--- src/rtl/gray_port_arbiter_if.sv ---
// Bundle for the shared gray-image read port and the two requester ports.
// The arbiter connects through the master modport.
// The environment (memory model and requesters) connects through the slave modport.
interface gray_port_arbiter_if #(
  parameter int ADDR_W = 14,
  parameter int DATA_W = 8
);
  // Image memory read port
  logic [ADDR_W-1:0] gray_addr;
  logic              gray_req;
  logic [DATA_W-1:0] gray_data;

  // Requester 0: LBP line-buffer loader
  logic              r0_req;
  logic [ADDR_W-1:0] r0_addr;
  logic              r0_gnt;
  logic              r0_rvalid;
  logic [DATA_W-1:0] r0_rdata;

  // Requester 1: secondary engine (histogram / statistics)
  logic              r1_req;
  logic [ADDR_W-1:0] r1_addr;
  logic              r1_gnt;
  logic              r1_rvalid;
  logic [DATA_W-1:0] r1_rdata;

  modport master (
    output gray_addr, gray_req,
    input  gray_data,
    input  r0_req, r0_addr,
    output r0_gnt, r0_rvalid, r0_rdata,
    input  r1_req, r1_addr,
    output r1_gnt, r1_rvalid, r1_rdata
  );

  modport slave (
    input  gray_addr, gray_req,
    output gray_data,
    output r0_req, r0_addr,
    input  r0_gnt, r0_rvalid, r0_rdata,
    output r1_req, r1_addr,
    input  r1_gnt, r1_rvalid, r1_rdata
  );
endinterface

--- src/rtl/gray_port_arbiter.sv ---
// gray_port_arbiter: shares one gray-image read port between two pixel-fetch engines.
// The default policy is sticky round-robin with a burst cap.
// A tag pipeline follows every issued read so that the returned byte reaches the requester that asked for it.
// Frames start on gray_ready and end on frame_done, followed by a drain of outstanding reads.
// Optional macro GRAY_ARB_FIXED_PRIO_EN selects the fixed-priority policy.
// In that policy requester 0 always wins contention.
module gray_port_arbiter #(
  parameter int ADDR_W    = 14,
  parameter int DATA_W    = 8,
  parameter int BURST_MAX = 16,
  parameter int MEM_LAT   = 1
) (
  input  logic clk,
  input  logic reset,
  input  logic gray_ready,
  input  logic frame_done,
  output logic busy,
  output logic done,
  gray_port_arbiter_if.master bus
);

  typedef enum logic [1:0] {
    WAIT_READY = 2'd0,
    RUN        = 2'd1,
    DRAIN      = 2'd2
  } state_t;

  localparam logic [7:0] BURST_CAP = 8'(BURST_MAX);

  state_t            state_q, state_d;
  logic              owner_q, owner_d;         // 0: requester 0 holds priority
  logic [7:0]        burst_cnt_q, burst_cnt_d;
  logic              busy_q, done_q, done_d;

  // Issue stage: aligned with gray_req on the memory port
  logic              gray_req_q;
  logic [ADDR_W-1:0] gray_addr_q;
  logic              issue_id_q;

  // Return tags: the last stage lines up with gray_data
  logic              tag_vld_q [MEM_LAT];
  logic              tag_id_q  [MEM_LAT];

  logic              gnt0, gnt1, gnt_any;
  logic [ADDR_W-1:0] gnt_addr;
  logic              drain_empty;
  logic [DATA_W-1:0] rdata_w;

  // Grant decision for this cycle; grants only in RUN with memory ready and no frame end
  always_comb begin
    gnt0 = 1'b0;
    gnt1 = 1'b0;
    if (!reset && state_q == RUN && gray_ready && !frame_done) begin
`ifdef GRAY_ARB_FIXED_PRIO_EN
      if (bus.r0_req) begin
        gnt0 = 1'b1;
      end else if (bus.r1_req) begin
        gnt1 = 1'b1;
      end
`else
      if (bus.r0_req && bus.r1_req) begin
        if (burst_cnt_q >= BURST_CAP) begin
          // Owner has used up its burst: hand this slot to the other side
          gnt0 = owner_q;
          gnt1 = !owner_q;
        end else begin
          gnt0 = !owner_q;
          gnt1 = owner_q;
        end
      end else if (bus.r0_req) begin
        gnt0 = 1'b1;
      end else if (bus.r1_req) begin
        gnt1 = 1'b1;
      end
`endif
    end
  end

  assign gnt_any  = gnt0 | gnt1;
  assign gnt_addr = gnt1 ? bus.r1_addr : bus.r0_addr;

  // Owner and burst bookkeeping; the counter saturates at the cap so that a long solo run still yields on contention
  always_comb begin
    owner_d     = owner_q;
    burst_cnt_d = burst_cnt_q;
    if (gnt_any) begin
      if (gnt1 == owner_q) begin
        if (burst_cnt_q < BURST_CAP) begin
          burst_cnt_d = burst_cnt_q + 8'd1;
        end
      end else begin
        owner_d     = gnt1;
        burst_cnt_d = 8'd1;
      end
    end
  end

  // A read still in flight anywhere except the stage being delivered now keeps DRAIN waiting
  always_comb begin
    drain_empty = !gray_req_q;
    for (int i = 0; i < MEM_LAT - 1; i++) begin
      if (tag_vld_q[i]) begin
        drain_empty = 1'b0;
      end
    end
  end

  // Frame sequencing: next state and the done pulse on leaving DRAIN
  always_comb begin
    state_d = state_q;
    done_d  = 1'b0;
    case (state_q)
      WAIT_READY: begin
        if (gray_ready) begin
          state_d = RUN;
        end
      end
      RUN: begin
        if (frame_done) begin
          state_d = DRAIN;
        end
      end
      DRAIN: begin
        if (drain_empty) begin
          state_d = WAIT_READY;
          done_d  = 1'b1;
        end
      end
      default: state_d = WAIT_READY;
    endcase
  end

  // Control state registers
  always_ff @(posedge clk) begin
    if (reset) begin
      state_q     <= WAIT_READY;
      owner_q     <= 1'b0;
      burst_cnt_q <= 8'd0;
      busy_q      <= 1'b0;
      done_q      <= 1'b0;
    end else begin
      state_q     <= state_d;
      owner_q     <= owner_d;
      burst_cnt_q <= burst_cnt_d;
      busy_q      <= (state_d != WAIT_READY);
      done_q      <= done_d;
    end
  end

  // Issue register: a grant in one cycle drives the memory port in the next cycle
  always_ff @(posedge clk) begin
    if (reset) begin
      gray_req_q  <= 1'b0;
      gray_addr_q <= '0;
      issue_id_q  <= 1'b0;
    end else begin
      gray_req_q <= gnt_any;
      if (gnt_any) begin
        gray_addr_q <= gnt_addr;
        issue_id_q  <= gnt1;
      end
    end
  end

  // Tag pipeline: one stage per cycle of memory latency
  for (genvar gi = 0; gi < MEM_LAT; gi++) begin : g_tag
    if (gi == 0) begin : g_first
      // First stage captures the read that is on the memory port now
      always_ff @(posedge clk) begin
        if (reset) begin
          tag_vld_q[gi] <= 1'b0;
          tag_id_q[gi]  <= 1'b0;
        end else begin
          tag_vld_q[gi] <= gray_req_q;
          tag_id_q[gi]  <= issue_id_q;
        end
      end
    end else begin : g_rest
      // Later stages shift the tag along until its data returns
      always_ff @(posedge clk) begin
        if (reset) begin
          tag_vld_q[gi] <= 1'b0;
          tag_id_q[gi]  <= 1'b0;
        end else begin
          tag_vld_q[gi] <= tag_vld_q[gi-1];
          tag_id_q[gi]  <= tag_id_q[gi-1];
        end
      end
    end
  end

  assign rdata_w = bus.gray_data;

  assign bus.gray_req  = gray_req_q;
  assign bus.gray_addr = gray_addr_q;
  assign bus.r0_gnt    = gnt0;
  assign bus.r1_gnt    = gnt1;
  assign bus.r0_rvalid = !reset && tag_vld_q[MEM_LAT-1] && !tag_id_q[MEM_LAT-1];
  assign bus.r1_rvalid = !reset && tag_vld_q[MEM_LAT-1] &&  tag_id_q[MEM_LAT-1];
  assign bus.r0_rdata  = rdata_w;
  assign bus.r1_rdata  = rdata_w;
  assign busy          = busy_q;
  assign done          = done_q;

endmodule

--- src/flat_wrapper.sv ---
// flat-port wrapper written by rule: the top's interface ports become plain ports
module gray_port_arbiter_flat 
#(
  parameter int ADDR_W    = 14,
  parameter int DATA_W    = 8,
  parameter int BURST_MAX = 16,
  parameter int MEM_LAT   = 1
)
  (clk, reset, gray_ready, frame_done, busy, done, bus_gray_addr, bus_gray_req, bus_gray_data, bus_r0_req, bus_r0_addr, bus_r0_gnt, bus_r0_rvalid, bus_r0_rdata, bus_r1_req, bus_r1_addr, bus_r1_gnt, bus_r1_rvalid, bus_r1_rdata);
  gray_port_arbiter_if #(.ADDR_W(ADDR_W), .DATA_W(DATA_W)) bus_i ();
  input  logic clk;
  input  logic reset;
  input  logic gray_ready;
  input  logic frame_done;
  output logic busy;
  output logic done;
  output wire logic [$bits(bus_i.gray_addr)-1:0] bus_gray_addr;
  output wire logic [$bits(bus_i.gray_req)-1:0] bus_gray_req;
  input wire logic [$bits(bus_i.gray_data)-1:0] bus_gray_data;
  input wire logic [$bits(bus_i.r0_req)-1:0] bus_r0_req;
  input wire logic [$bits(bus_i.r0_addr)-1:0] bus_r0_addr;
  output wire logic [$bits(bus_i.r0_gnt)-1:0] bus_r0_gnt;
  output wire logic [$bits(bus_i.r0_rvalid)-1:0] bus_r0_rvalid;
  output wire logic [$bits(bus_i.r0_rdata)-1:0] bus_r0_rdata;
  input wire logic [$bits(bus_i.r1_req)-1:0] bus_r1_req;
  input wire logic [$bits(bus_i.r1_addr)-1:0] bus_r1_addr;
  output wire logic [$bits(bus_i.r1_gnt)-1:0] bus_r1_gnt;
  output wire logic [$bits(bus_i.r1_rvalid)-1:0] bus_r1_rvalid;
  output wire logic [$bits(bus_i.r1_rdata)-1:0] bus_r1_rdata;
  assign bus_gray_addr = bus_i.gray_addr;
  assign bus_gray_req = bus_i.gray_req;
  assign bus_i.gray_data = bus_gray_data;
  assign bus_i.r0_req = bus_r0_req;
  assign bus_i.r0_addr = bus_r0_addr;
  assign bus_r0_gnt = bus_i.r0_gnt;
  assign bus_r0_rvalid = bus_i.r0_rvalid;
  assign bus_r0_rdata = bus_i.r0_rdata;
  assign bus_i.r1_req = bus_r1_req;
  assign bus_i.r1_addr = bus_r1_addr;
  assign bus_r1_gnt = bus_i.r1_gnt;
  assign bus_r1_rvalid = bus_i.r1_rvalid;
  assign bus_r1_rdata = bus_i.r1_rdata;
  gray_port_arbiter #(.ADDR_W(ADDR_W), .DATA_W(DATA_W), .BURST_MAX(BURST_MAX), .MEM_LAT(MEM_LAT)) u_core (.clk(clk), .reset(reset), .gray_ready(gray_ready), .frame_done(frame_done), .busy(busy), .done(done), .bus(bus_i));
endmodule
--- config.mk ---
export PLATFORM = sky130hd
export DESIGN_NAME = gray_port_arbiter_flat
export DESIGN_NICKNAME = d
export VERILOG_FILES = /design/src/rtl/gray_port_arbiter_if.sv /design/src/rtl/gray_port_arbiter.sv /design/src/flat_wrapper.sv
export SDC_FILE = /design/constraint.sdc
export NUM_CORES = 1
export LEC_CHECK = 0
export CORE_MARGIN = 3
export CORE_UTILIZATION = 43
export CTS_CLUSTER_DIAMETER = 80
export DETAILED_ROUTE_END_ITERATION = 10
export PLACE_DENSITY_LB_ADDON = 0.05
export SLEW_MARGIN = 15
export SYNTH_ARGS = -nofsm -noshare
export SYNTH_HDL_FRONTEND = slang
export SYNTH_SLANG_ARGS = --single-unit
--- constraint.sdc ---
create_clock -name clk -period 4.04 [get_ports clk]
set_input_delay 1.212 -clock clk [delete_from_list [all_inputs] [get_ports clk]]
set_output_delay 1.212 -clock clk [all_outputs]
set_load 0.1 [all_outputs]
Word-level counts from Yosys, hierarchy flattened
Memories as Yosys holds them, arrays and structs flattened.
Index checks and enable logic that the tools add are counted.
{"block": "totals", "reg_bits": 29, "ram_bits": 2, "inputBits": 42, "out_inout_bits": 37, "elab_cells": 62, "mem_count": 2}
{"name": "u_core.tag_id_q", "depth": 1, "word_bits": 1, "rd": 1, "rd_clocked_by_memory_dff": 0, "write_ports": 1, "line_no": "gray_port_arbiter.sv:42", "source": "logic tag_id_q [MEM_LAT];"}
{"name": "u_core.tag_vld_q", "depth": 1, "word_bits": 1, "rd": 1, "rd_clocked_by_memory_dff": 0, "write_ports": 1, "line_no": "gray_port_arbiter.sv:41", "source": "logic tag_vld_q [MEM_LAT];"}
{"block": "classes", "add_sub_neg": 1, "order_cmp": 2, "eq_ne": 4, "muxes": 24, "bitwise": 3, "reduce_logical": 18}
{"cell": "2-to-1 mux 1 bit", "n": 17}
{"cell": "2-to-1 mux 8 bit", "n": 2}
{"cell": "2-to-1 mux 14 bit", "n": 1}
{"cell": "adder 8 x 1 -> 8 bit, second input constant", "n": 1}
{"cell": "greater-or-equal comparator 8 x 5 -> 1 bit, second input constant", "n": 1}
{"cell": "less-than comparator 8 x 5 -> 1 bit, second input constant", "n": 1}
{"cell": "logical AND 1 bit", "n": 7}
{"cell": "2-to-1 mux 2 bit", "n": 3}
{"cell": "case mux 2 bit (3 select lines)", "n": 1}
{"cell": "logical NOT 1 bit", "n": 4}
{"cell": "AND reduction 2 bit", "n": 2}
{"cell": "equality test 2 x 1 -> 1 bit, second input constant", "n": 1}
{"cell": "equality test 2 bit, second input constant", "n": 1}
{"cell": "logical NOT 2 bit", "n": 1}
{"cell": "inequality test 2 bit, second input constant", "n": 1}
{"cell": "NOT 1 bit", "n": 2}
{"cell": "nonzero test 2 bit", "n": 1}
{"cell": "OR reduction 1 bit", "n": 2}
{"cell": "OR reduction 2 bit", "n": 1}
{"cell": "equality test 1 bit", "n": 1}
{"cell": "bitwise OR 1 bit", "n": 1}

Logic depth before layout (Yosys ltp)
Gate-level depths: netlist of the first run.
{"block": "logic_depth", "ltp_word": 8, "depth_mapped": 7, "depth_no_buf": 5}

Worst setup path before layout of the first run
OpenSTA, ideal clock, no wires.
{"block": "synth_timing", "kind": "input to output", "startpoint": "input reset", "endpoint": "output bus_r0_rvalid", "arrival_ns": 3.858, "t_required_ns": 2.828, "path_slack_ns": -1.030, "cell_stages": 3, "n_path_buf": 2, "cell_sequence": "clkbuf_1 -> clkbuf_1 -> nor3b_1"}
{"block": "synth_via", "elab_chain_len": 3}
{"element": "start, declared", "line_no": "flat_wrapper.sv:12", "source": "input logic reset;"}
{"element": "logical NOT 1 bit", "line_no": "gray_port_arbiter.sv:198", "source": "assign bus.r0_rvalid = !reset && tag_vld_q[MEM_LAT-1] && !tag_id_q[MEM_LAT-1];"}
{"element": "logical AND 1 bit (2 in series)", "line_no": "gray_port_arbiter.sv:198"}
{"element": "end, declared", "line_no": "flat_wrapper.sv:23", "source": "output wire logic [$bits(bus_i.r0_rvalid)-1:0] bus_r0_rvalid;"}
No other way between the ends.

Worst setup path in the final report of the first run
{"block": "layout_timing", "startpoint": "input frame_done", "endpoint": "output bus_r0_gnt"}
{"block": "layout_via", "elab_chain_len": 3}
{"element": "start, declared", "line_no": "flat_wrapper.sv:14", "source": "input logic frame_done;"}
{"element": "logical NOT 1 bit", "line_no": "gray_port_arbiter.sv:53", "source": "if (!reset && state_q == RUN && gray_ready && !frame_done) begin"}
{"element": "logical AND 1 bit", "line_no": "gray_port_arbiter.sv:53"}
{"element": "2-to-1 mux 1 bit", "line_no": "gray_port_arbiter.sv:53"}
{"element": "end, declared", "line_no": "flat_wrapper.sv:22", "source": "output wire logic [$bits(bus_i.r0_gnt)-1:0] bus_r0_gnt;"}
No other way between the ends.

==> results of run 1 <==
[layer usage]
metal  share of wire [%]  track usage (%)
met2                  48             30.8
met1                  43             20.0
met5                   0                0
met4                 1.5             6.35
met3                 8.0             6.91
[sequential cells by signal (all words and copies together), names as in the netlist]
name / flops
u_core.bus.gray_addr: 14
u_core.burst_cnt_q: 8
u_core.state_q: 2
u_core.bus.gray_req: 1
u_core.busy: 1
u_core.done: 1
u_core.issue_id_q: 1
u_core.owner_q: 1
u_core.tag_id_q: 1
u_core.tag_vld_q: 1
[per-stage QoR]
step / worst slack (ns) / instance area [sq um]
2_1_floorplan: 0.241 / 1590
6_report: 0.177 / 2230
5_1_grt: 0.138 / 2230
3_3_place_gp: 0.204 / 2110
3_5_place_dp: 0.181 / 2110
4_1_cts: 0.166 / 2230
[power by group through the flow]
| stage | sequential, mW | combinational [mW] | clock [mW] |
|---|---|---|---|
| after global routing | 0.328 | 0.136 | 0.332 |
| after global placement | 0.332 | 0.128 | 0 |
| final | 0.327 | 0.129 | 0.311 |
| after CTS | 0.327 | 0.130 | 0.317 |
| after floorplan | 0.374 | 0.107 | 0 |
| after detailed placement | 0.333 | 0.130 | 0 |
[kinds of logic (layout without fill, tap and decap cells)]
kind of cell               Yosys count  in the layout  synth area share (%)
AOI/OAI and AO/OA                   51             51                  27.5
muxes                                3              3                  1.90
buffers and inverters               34             78                  12.8
DFF                                 31             31                  39.3
and+or+nand+nor                     35             35                  16.4
xor gates and xnor gates             1              1                 0.555
adders and majority gates            2              2                  1.58
[path summary, 6_finish.rpt]
path | slack (ns) | from | to
setup reg to reg | 2.10 | u_core.state_q[0]$_SDFF_PP0_ | u_core.burst_cnt_q[1]$_SDFFE_PP0P_
hold / removal | 0.47 | u_core.issue_id_q$_SDFFE_PP0P_ | u_core.tag_id_q[0]$_SDFF_PP0_
hold reg to reg | 0.47 | u_core.issue_id_q$_SDFFE_PP0P_ | u_core.tag_id_q[0]$_SDFF_PP0_
setup / recovery | 0.18 | frame_done | bus_r0_gnt
[critical path, stage by stage]
cell,delay (ns)
clkdlybuf4s50_1,0.45
nand4bb_4,0.23
nand2b_1,0.18
a211o_1,0.28
inv_1,0.11
buf_12,0.18
[cells in the mapped netlist (3+ instances only)]
cell / n / area [sq um]
a21oi_1: 5 / 25.0
buf_4: 17 / 128
nand2_1: 5 / 18.8
o221a_1: 10 / 113
dfxtp_1: 31 / 621
nand3b_1: 3 / 22.5
nand2b_1: 3 / 18.8
mux2i_1: 3 / 30.0
inv_1: 8 / 30.0
nor3_1: 4 / 20.0
clkbuf_1: 3 / 11.3
o221a_2: 4 / 45.0
nor2_1: 3 / 11.3
o211ai_1: 6 / 45.0
a21o_1: 14 / 105
[area by class of cell]
class	count	area (sq um)
clock buffer	6	82.6
tap	46	57.6
multi-input combinational	92	769
timing repair buffer	61	633
fill	294	1210
inverter	9	33.8
sequential	31	621
clock inverter	2	35.0
==> impl_results.md, run 1 <==
* Critical Path AT at ~2.7 ns
* Yosys reg bits at 31
* Commonest non-fill, non-tap cell in the layout: clkdlybuf4s50_1
* Clock skew at 0.00353 ns
* Fin crit share at between 90% and 100%
* Achievable frequency at 259 MHz
* Critical Path RT at 2.83 ns
* Status: completed
* Hold Crit Depth at 1
* Switch Pwr at just under 0.2 mW
* Clk slew on worst S/H paths at 0.06 ns
* CTS tree: built
* Die height at between 60 and 70 um
* Post-route ant nets at 0
* Clock power frac at between 40 and 50%
* Sequential share of the synthesized area at 39.3%
* Util after Layout at between 60 and 70%
* Core Box Area at 3440 sq um
* Total wire length at ~3600 um
* Worst-Margin Slew at a little under 1 ns
* Mapped Cells at 157
* Endpoints failing setup at 0
* Power Total at between 0.7 and 0.8 mW
* Post-cts sizing count at 0
* Startpoint types: input pin
* Final hold violation count at 0
* Hold crit path type: flip-flop to flip-flop
* Diode count at 0
* Clk sinks at 31
* I/O pins at slightly below 80
* CTS H-tree lvls at 2
* Placer Congestion at 0.813
* CP endpoint kind: primary output
* First-pass GRT wire length at ~6000 um
* Final Slew Violations at 0
* Post-route DRC at 0
* Core Rows at 21
* Sequential Power Share at a little over two fifths
* # placed instances at between 200 and 250
* Max-slew headroom at between 30% and 40%
* Post-CTS Hold Buffers at 0
* Initial antenna violation count at 0
* Postcts setup bufs at 0
* Vias at 1,339
* Initial Utilization at a little under half
* Max Cap Viol at 0
* Cell chosen for the clock root: clkbuf_8
* Worst IR drop on VDD at between 0.2 and 0.3 mV
* Area grow syn2layout at 41.4%
* HPWL Detailed at around 2800 um
* Layout Cells excl Fill at ~250
* Most used DFF post-synth: dfxtp_1
* Pleak at ~0.94 nW
* WS Path Type: input pin to primary output
* Max FO, Critical Path at 3
* Number of vias per cell at approximately 5.4
* Die ar. at 4440 sq um
* Fin crit period at 3.86 ns
* Yosys cell types at 44
* DIE WIDTH at 66.6 um
* Synthesized area at about 1600 sq um
* Avg Cell Area, Syn at around 10 sq um
* Clk_lat worst skew at 0.28 ns
* Pin count of the biggest net entering global routing at 20
* Power Density at 343 nW/um^2
* Worst Reg-to-Reg Cells at 6
* GRT Resource Usage Total at between 10% and 20%
* Post-synth net total at between 200 and 250
* Comb pwr share at 16.8%
* Num CTS Buffers at 5
* Yosys Warn Count at 0
* Sw Share at about 25%
* Drt wl/cell at around 15 um
* Hold Slack at between 0.4 and 0.5 ns
* Share of layout cells above drive strength 1 at between 15 and 20%
* Total grt overflow at 0
* IO buf count at between 50 and 60
* Clock Path Buffers at 2
* Post-synth EDFFs at 0
* Number of global-route vias before repair at between 1,000 and 1,500
* Fin nets at between 200 and 250
* DR pass1 iterations at 4
* Internal power at around 0.57 mW
* Asr flop ratio synth at 0%
* RSZ-0062 raised after global routing: no
* Most frequent cells in the layout: clkdlybuf4s50_1, dfxtp_1, a21o_1
* Starting DRT DRC Count at 69
* Setup TNS at 0 ns
(Power assumes the default switching activity.)
==> run 2: changes to the inputs <==
CORE_UTILIZATION = 40   (was 43)
SLEW_MARGIN = 30   (was 15)
clock period = 4.06 ns   (was 4.04 ns; I/O delays follow)
==> run 2 against run 1 <==
- critical endpoint unchanged
- hold slack is essentially flat
- die area up 6.8%
- clock skew grew 0.0024 ns
==> impl_results.md, run 2 (synthesis gave the netlist of run 1 again) <==
* CP Buf/Inv Count at 3 (unchanged)
* Total wire length at 3660 um (was 3650 um)
* GRT Resource Usage Total at 16.8% (was 18.0%)
* Postcts setup bufs at 0 (unchanged)
* CTS tree: built (unchanged)
* CTS H-tree lvls at 2 (unchanged)
* Vias at 1,328 (was 1,339)
* Max FO, Critical Path at 3 (unchanged)
* Commonest non-fill, non-tap cell in the layout: clkdlybuf4s50_1 (unchanged)
* Worst-Margin Slew at 0.986 ns (was 0.983 ns)
* Critical path's largest stage delay at 0.44 ns (was 0.45 ns)
* Diode count at 0 (unchanged)
* RSZ-0062 raised after global routing: no (unchanged)
* Num CTS Buffers at 5 (unchanged)
* Hold crit path type: flip-flop to flip-flop (unchanged)
* Worst Slack Setup Final at 0.216 ns (was 0.177 ns)
* Startpoint types: input pin (unchanged)
* Clk sinks at 31 (unchanged)
* IO buf count at 54 (unchanged)
* Die ar. at 4740 sq um (was 4440 sq um)
* Power Density at 342 nW/um^2 (was 343 nW/um^2)
* Max-slew headroom at 34.1% (was 34.3%)
* Share of layout cells above drive strength 1 at 16.0% (was 16.4%)
* Endpoints failing setup at 0 (unchanged)
* Fin crit period at 3.84 ns
* Slowest library cell on the worst path: clkdlybuf4s50_1 (unchanged)
* Dpl ws at 0.209 ns (was 0.181 ns)
* Area grow syn2layout at 41.0% (was 41.4%)
* Fin nets at 243 (was 244)
* DP Area at 2110 sq um (about the same)
* Total grt overflow at 0 (unchanged)
* Initial antenna violation count at 0 (unchanged)
* Cell chosen for the clock root: clkbuf_8 (unchanged)
* Post-cts sizing count at 0 (unchanged)
* Placer Congestion at 0.822 (was 0.813)
* DIE WIDTH at 68.8 um (was 66.6 um)
* Initial Utilization at 42.2% (was 45.9%)
* Util after Layout at 59.5% (was 64.8%)
* Critical Path RT at 2.84 ns (was 2.83 ns)
* Max Cap Viol at 0 (unchanged)
* Delay-heaviest family, CP: buffers and inverters (unchanged)
* Layout Cells excl Fill at 248 (was 247)
* Core Box Area at 3740 sq um (was 3440 sq um)
* Critical Path AT at 2.63 ns (was 2.65 ns)
* DR pass1 iterations at 4 (unchanged)
* Max reg flops at 14 (unchanged)
* Number of global-route vias before repair at 1,310 (was 1,348)
* Status: completed (unchanged)
* Clock Path Buffers at 2 (unchanged)
* Fin crit share at a little over nine tenths
* Drt wl/cell at 14.8 um (about the same)
* WS Path Type: input pin to primary output (unchanged)
* Power Total at 0.762 mW (was 0.766 mW)
* Worst IR drop on VDD at 0.133 mV (was 0.278 mV)
* Final Slew Violations at 0 (unchanged)
* Pleak at 0.933 nW (was 0.937 nW)
* Post-route ant nets at 0 (unchanged)
* Final hold violation count at 0 (unchanged)
* HPWL Detailed at 2760 um (about the same)
* Die height at 68.8 um (was 66.6 um)
* Pin count of the biggest net entering global routing at 20 (unchanged)
* Hold Slack at 0.467 ns (about the same)
* Clock skew at 0.00598 ns (was 0.00353 ns)
* Clk slew on worst S/H paths at 0.07 ns (was 0.06 ns)
* Worst-path cell chain: clkdlybuf4s50_1 > nand4bb_4 > nand2b_1 > a211o_1 > inv_1 > buf_12 (unchanged)
* Core Rows at 22 (was 21)
* Post-route DRC at 0 (unchanged)
* Setup TNS at 0 ns (unchanged)
* First-pass GRT wire length at 5850 um (was 6040 um)
* CP endpoint kind: primary output (unchanged)
* # placed instances at 240 (was 239)
* Starting DRT DRC Count at 60 (was 69)
* I/O pins at 79 (unchanged)
* Post-CTS Hold Buffers at 0 (unchanged)
* Achievable frequency at around 260 MHz
* Most frequent cells in the layout: clkdlybuf4s50_1, dfxtp_1, a21o_1 (unchanged)
* Design Area, Final at 2230 sq um (about the same)
* Number of vias per cell at 5.35 (was 5.42)
* Clk_lat worst skew at 0.28 ns (about the same)
[run 2: layout make-up]
type	instances	area, sq um
Clock buffer	6	82.6
Multi-Input combinational cell	92	769
Tap cell	48	60.1
Timing Repair Buffer	60	626
Sequential cell	31	621
Clock inverter	2	35.0
Fill cell	319	1520
Inverter	9	33.8
[run 2: routing by layer]
layer	vias to the layer above	part of all wire, %	track usage, %
met1	610	42	19.4
met4	0	1.5	7.54
li1	653	-	-
met5	-	0	0
met3	9	8.3	5.19
met2	56	48	28.2
[run 2: where the power goes]
group          leakage (nW)  switching, mW  internal, mW
clock                0.0612          0.111         0.198
sequential            0.252        0.00969         0.315
combinational         0.620         0.0718        0.0560
total                 0.933          0.192         0.570
[run 2: worst paths after layout]
path / from / depth (start not counted) / slack (ns) / endpoint
worst min register to register: u_core.issue_id_q$_SDFFE_PP0P_ / 1 / 0.47 / u_core.tag_id_q[0]$_SDFF_PP0_
worst max-delay path: frame_done / 6 / 0.22 / bus_r0_gnt
worst min-delay path: u_core.issue_id_q$_SDFFE_PP0P_ / 1 / 0.47 / u_core.tag_id_q[0]$_SDFF_PP0_
worst max register to register: u_core.state_q[0]$_SDFF_PP0_ / 6 / 2.08 / u_core.burst_cnt_q[1]$_SDFFE_PP0P_
